==> config.mk <==
export PLATFORM = sky130hd
export DESIGN_NAME = bit_timing_rx
export DESIGN_NICKNAME = d
export VERILOG_FILES = /design/src/rtl/bit_timing_rx.sv
export SDC_FILE = /design/constraint.sdc
export NUM_CORES = 1
export LEC_CHECK = 0
export BUFFER_PORTS_ARGS = -buffer_cell sky130_fd_sc_hd__buf_4
export CAP_MARGIN = 15
export CORE_MARGIN = 2
export CORE_UTILIZATION = 47
export DETAILED_ROUTE_END_ITERATION = 16
export PLACE_DENSITY_LB_ADDON = 0.3
export SLEW_MARGIN = 10
export SYNTH_ARGS = -nofsm -noshare
export SYNTH_HDL_FRONTEND = slang
export SYNTH_SLANG_ARGS = --single-unit
==> constraint.sdc <==
create_clock -name clock -period 3.4 [get_ports clock]
set_input_delay 0 -clock clock [delete_from_list [all_inputs] [get_ports clock]]
set_output_delay 0 -clock clock [all_outputs]
set_load 0.005 [all_outputs]
==> src/rtl/bit_timing_rx.sv <==
// CAN receive bit timing: synchronises rx, generates SYNC/TSEG1/TSEG2 segments in
// time quanta, applies hard sync and resync, and emits the sample and transmit points.
module bit_timing_rx #(
    parameter int SYNC_STAGES = 2
) (
    input  logic       clock,
    input  logic       reset,
    input  logic       rx,
    input  logic [5:0] brp,
    input  logic [3:0] tseg1,
    input  logic [2:0] tseg2,
    input  logic [1:0] sjw,
    input  logic       hardsync,
    input  logic       txbit,
    output logic       sampledbit,
    output logic       smplpoint,
    output logic       txpoint
);

    typedef enum logic [1:0] {
        ST_SYNC  = 2'd0,
        ST_TSEG1 = 2'd1,
        ST_TSEG2 = 2'd2
    } state_t;

    state_t                   r_state;
    logic [SYNC_STAGES-1:0]   r_sync;
    logic                     r_rx_prev;
    logic [5:0]               r_pc;
    logic [4:0]               r_cnt;
    logic [2:0]               r_ext;
    logic [2:0]               r_shrt;
    logic                     r_syncdone;
    logic                     r_sampledbit;
    logic                     r_smplpoint;
    logic                     r_txpoint;

    state_t                   w_state_nxt;
    logic [5:0]               w_pc_nxt;
    logic [4:0]               w_cnt_nxt;
    logic [2:0]               w_ext_nxt;
    logic [2:0]               w_shrt_nxt;
    logic                     w_syncdone_nxt;
    logic                     w_sampled_nxt;
    logic                     w_smpl_nxt;
    logic                     w_tx_nxt;

    logic                     w_rx_s;
    logic                     w_edge;
    logic                     w_tq_en;
    logic [2:0]               w_sjw_e;
    logic                     w_hard;
    logic                     w_resync;
    logic [4:0]               w_phase_err;
    logic [2:0]               w_ext_new;
    logic                     w_seg1_end;
    logic                     w_seg2_end;
    logic [4:0]               w_seg2_rem;
    logic                     w_early;
    logic                     w_sample;
    logic                     w_bit_end;

    assign w_rx_s      = r_sync[SYNC_STAGES-1];
    assign w_edge      = r_rx_prev & ~w_rx_s;
    assign w_tq_en     = (r_pc == brp);
    assign w_sjw_e     = (({1'b0, sjw} < tseg2) ? {1'b0, sjw} : tseg2) + 3'd1;
    assign w_hard      = w_edge & hardsync;
    assign w_resync    = w_edge & ~hardsync & ~r_syncdone & txbit;
    assign w_phase_err = r_cnt + 5'd1;
    assign w_ext_new   = (w_phase_err < {2'b00, w_sjw_e}) ? w_phase_err[2:0] : w_sjw_e;
    assign w_seg1_end  = (r_cnt == ({1'b0, tseg1} + {2'b00, r_ext}));
    // Written as a sum so a shortened phase 2 never underflows the comparison.
    assign w_seg2_end  = ((r_cnt + {2'b00, r_shrt}) >= {2'b00, tseg2});
    assign w_seg2_rem  = {2'b00, tseg2} - r_cnt;
    assign w_early     = (r_state == ST_TSEG2) & w_resync & (w_seg2_rem < {2'b00, w_sjw_e});
    assign w_sample    = ~w_hard & (r_state == ST_TSEG1) & w_tq_en & w_seg1_end;
    assign w_bit_end   = ~w_hard & (r_state == ST_TSEG2) & ~w_early & w_tq_en & w_seg2_end;

    always_ff @(posedge clock) begin
        if (!reset) begin
            r_state      <= ST_SYNC;
            r_sync       <= '1;
            r_rx_prev    <= 1'b1;
            r_pc         <= 6'd0;
            r_cnt        <= 5'd0;
            r_ext        <= 3'd0;
            r_shrt       <= 3'd0;
            r_syncdone   <= 1'b0;
            r_sampledbit <= 1'b1;
            r_smplpoint  <= 1'b0;
            r_txpoint    <= 1'b0;
        end else begin
            r_state      <= w_state_nxt;
            r_sync       <= {r_sync[SYNC_STAGES-2:0], rx};
            r_rx_prev    <= w_rx_s;
            r_pc         <= w_pc_nxt;
            r_cnt        <= w_cnt_nxt;
            r_ext        <= w_ext_nxt;
            r_shrt       <= w_shrt_nxt;
            r_syncdone   <= w_syncdone_nxt;
            r_sampledbit <= w_sampled_nxt;
            r_smplpoint  <= w_smpl_nxt;
            r_txpoint    <= w_tx_nxt;
        end
    end

    always_comb begin
        w_state_nxt    = r_state;
        w_pc_nxt       = w_tq_en ? 6'd0 : r_pc + 6'd1;
        w_cnt_nxt      = r_cnt;
        w_ext_nxt      = r_ext;
        w_shrt_nxt     = r_shrt;
        w_syncdone_nxt = r_syncdone;
        w_sampled_nxt  = r_sampledbit;
        if (w_hard) begin
            w_state_nxt    = ST_TSEG1;
            w_cnt_nxt      = 5'd0;
            w_pc_nxt       = 6'd0;
            w_ext_nxt      = 3'd0;
            w_shrt_nxt     = 3'd0;
            w_syncdone_nxt = 1'b1;
        end else begin
            case (r_state)
                ST_SYNC: begin
                    if (w_tq_en) begin
                        w_state_nxt = ST_TSEG1;
                        w_cnt_nxt   = 5'd0;
                    end
                end
                ST_TSEG1: begin
                    if (w_resync) begin
                        w_ext_nxt      = w_ext_new;
                        w_syncdone_nxt = 1'b1;
                    end
                    if (w_tq_en) begin
                        if (w_seg1_end) begin
                            w_sampled_nxt = w_rx_s;
                            w_state_nxt   = ST_TSEG2;
                            w_cnt_nxt     = 5'd0;
                            w_ext_nxt     = 3'd0;
                        end else begin
                            w_cnt_nxt = r_cnt + 5'd1;
                        end
                    end
                end
                ST_TSEG2: begin
                    // An edge too close to the bit end becomes the next SYNC_SEG.
                    if (w_early) begin
                        w_state_nxt    = ST_TSEG1;
                        w_cnt_nxt      = 5'd0;
                        w_pc_nxt       = 6'd0;
                        w_shrt_nxt     = 3'd0;
                        w_syncdone_nxt = 1'b1;
                    end else begin
                        if (w_resync) begin
                            w_shrt_nxt     = w_sjw_e;
                            w_syncdone_nxt = 1'b1;
                        end
                        if (w_tq_en) begin
                            if (w_seg2_end) begin
                                w_state_nxt    = ST_SYNC;
                                w_shrt_nxt     = 3'd0;
                                w_syncdone_nxt = 1'b0;
                            end else begin
                                w_cnt_nxt = r_cnt + 5'd1;
                            end
                        end
                    end
                end
                default: begin
                    w_state_nxt = ST_SYNC;
                    w_cnt_nxt   = 5'd0;
                end
            endcase
        end
    end

    always_comb begin
        w_smpl_nxt = w_sample;
        w_tx_nxt   = w_early | w_bit_end;
    end

    assign sampledbit = r_sampledbit;
    assign smplpoint  = r_smplpoint;
    assign txpoint    = r_txpoint;

endmodule

==> out/results.ini <==
[placement]
hpwlAfterDp_microns = 3390
dp_worst_setup_slack_ns = 0.287
gp_congestion = 0.857
port_buffers = 22

[yosys]
ys_types = 48
synthCells = 234
synth_nets = 281
synth_flop_cell = dfxtp_1
synthArstFlopShare_pct = 0
syn_area_sq_mm = 0.00198
synth-edff-count = 0
postSynthAreaPerCell_sq_um = 8.45
synth-seq-cells = 26
ys_seq_area_share_pct = 26.3
synth_warnings = 0

[setup_path]
crit_type = flop to flop
r2r.worst_path.cells = 10
regToRegStartpoint = r_cnt[0]
critPathCaptureType = flop
critPathTopFamily = compound AO/OA/AOI/OAI gates
required_ns = 3.62
crit_buf_inv = 1
cp_slowest_cell = or4_1
cp-start-kind = flop
r2r-end = r_cnt[4]
critical_path_arrival_ns = 3.37
worst_path_largest_cell_delay_ns = 0.53
path_common_cell = ha_1
cp_max_fo = 10
crit_chain = ha_1 > inv_1 > fa_1 > xor2_1 > ha_1 > a211o_1 > o41ai_4 > a21oi_2 > or4_1 > a21oi_1
reg2reg_setup_slack_ns = 0.25

[global_route]
grt_pass1_vias = 1571
grt_max_degree = 15
antenna_found_initial = 0
grt.total_usage_pct = 19.5
grt_pass1_wl_microns = 6830
grt-ovfl-total = 0

[run_status]
status = finished, final reports clean

[clocking]
post_cts_buffers = 0
cts_tree = built
root_buffer = clkbuf_8
ctsResizeCount = 0
clk_latency_ns = 0.28
cts_hold_buf = 3
cts_buffers = 3
ctsHtreeMaxLevel = 1
cts_sinks = 26
clk_path_buf_depth = 2
clk_pin_slew_ns = 0.10

[pwr]
internal_power_w = 0.000485
seqPwrFrac_pct = 46.8
swShare_pct = 29.2
comb_power_share_pct = 22.9
p_clk_share_pct = 30.2
ir_drop_mv = 0.216
p_switching_w = 0.000200
p_per_area_mw_per_mm2 = 297
p_leak_nw = 1.00

[die]
die_w_microns = 68.9
dieArea_sq_mm = 0.00474
start_util_pct = 49.1
rows = 23
io_pins = 23
coreArea_sq_mm = 0.00403
die_y_microns = 68.9

[route]
vias = 1722
met2WireLength_microns = 2020
first_iter_violations = 73
top_layer_used = met4
drt_pre_antenna_iters = 4
wl_met3_microns = 94
drt-total-wl_microns = 4210
wl_met1_microns = 2000
ant_nets = 0
avgRoutedWirePerCell_microns = 13.4
drc = 0
vias_per_cell = 5.48

[timing]
fin_crit_sh_pct = 92.7
rsz0062_at_grt = false
slew_viol_final = 0
final-setup-viol-count = 0
setup_tns_ns = 0
relSlewSlack_pct = 55.6
tightest_slew_ns = 0.665
skew_ns = 0.00877
fmax_mhz = 317
setup_ws_ns = 0.249
hold_viol_final = 0
fin_crit_ns = 3.15

[min_path]
min_from = hardsync
hold-path-endpoint = r_syncdone
hold_class = input pin to flop
hold_depth = 3

[cells_and_area]
antenna_cells = 0
multi_input_area_sq_mm = 0.00136
syn_to_final_growth_pct = 16.6
fillCellCount = 391
register_area_sq_um = 520
layout-drive-gt1-share_pct = 14.8
nNetsFinal = 312

[job]
cap_violations = 0

logic make-up (layout without fill, tap and decap cells):
group           count (synthesis)  in the layout  synth area share (%)
flops                          26             26                  26.3
xor+xnor                       23             23                  10.2
compound gates                 51             51                  18.5
buf+inv                        25             55                  4.93
simple gates                   79             79                  20.2
mux                             3              3                  1.58
fa+ha+maj                      27             27                  18.2
synthesized netlist by cell type, drive strengths merged (4+ instances only):
cell type	count	area share, %
a21oi	18	4.9
dfxtp	26	26
ha	24	15
inv	22	4.2
nand2	17	3.2
nand2b	6	1.9
nand3	12	3.3
nor2	23	4.4
o21ai	8	2.0
or4	4	1.5
xnor2	10	4.4
xor2	13	5.8
layer usage:
layer / vias to the layer above / track usage (%)
met5: - / 0
met4: 0 / 7.11
met3: 9 / 4.06
met2: 22 / 32.1
met1: 800 / 25.2
li1: 891 / -
registers in the layout, indices dropped and copies added (netlist names):
register	cells
r_cnt	5
r_state	2
sampledbit	1
r_syncdone	1
txpoint	1
r_sync	2
r_shrt	3
r_ext	3
r_rx_prev	1
smplpoint	1
r_pc	6
stage by stage:
stage                     total power, W  hold slack [ns]  std cells  utilization, %  cell area, sq um
after floorplan                 0.000431           0.0730        234               -              1980
after global placement          0.000479            0.187        307            55.1              2220
after detailed placement        0.000482            0.188        307            55.1              2220
after CTS                       0.000692            0.101        314            57.2              2310
after global routing            0.000723            0.122        314            57.2              2310
final                           0.000686            0.113        314            57.2              2310
cell usage in the layout (no fill, tap or decap), types with 3 or more instances in the layout:
cell type	instances
a21o_1	3
a21oi_1	16
a22o_1	3
a31oi_1	3
buf_4	26
clkbuf_8	4
dfxtp_1	26
dlygate4sd3_1	3
fa_1	3
ha_1	24
inv_1	22
nand2_1	17
nand2b_1	6
nand3_1	11
nor2_1	23
o21ai_0	8
or4_1	4
xnor2_1	10
xor2_1	13
worst register-to-register path: stages (launching register included):
cell	delay, ns
dfxtp_1	0.41
ha_1	0.20
inv_1	0.06
fa_1	0.40
xor2_1	0.19
ha_1	0.31
a211o_1	0.35
o41ai_4	0.29
a21oi_2	0.19
or4_1	0.54
a21oi_1	0.14
worst max-delay path by stage:
stage | startpoint | to | slack (ns) | cells past startpoint
after CTS | r_cnt[0] | r_cnt[4] | 0.26 | 10
after detailed placement | r_cnt[0] | r_cnt[4] | 0.29 | 10
after global routing | r_cnt[0] | r_state[0] | 0.11 | 10
final | r_cnt[0] | r_cnt[4] | 0.25 | 10
after floorplan | r_cnt[0] | r_cnt[4] | 0.42 | 10
after global placement | r_cnt[0] | r_shrt[2] | 0.35 | 10
area by class of cell:
type                    instances  share of cell area [%]
inverters                      22                    3.58
clock buffers                   4                    2.39
multi-input cells             183                    59.0
well taps                      50                    2.71
repair buffers                 29                    9.77
flip-flops and latches         26                    22.6
power by group through the flow:
stage | clock network [W] | registers, W | logic [W]
5_1_grt | 0.000224 | 0.000322 | 0.000176
3_5_place_dp | 0 | 0.000328 | 0.000153
4_1_cts | 0.000213 | 0.000321 | 0.000157
6_report | 0.000207 | 0.000321 | 0.000157
3_3_place_gp | 0 | 0.000328 | 0.000150
2_1_floorplan | 0 | 0.000326 | 0.000105
Power figures use the tool's default switching activity.
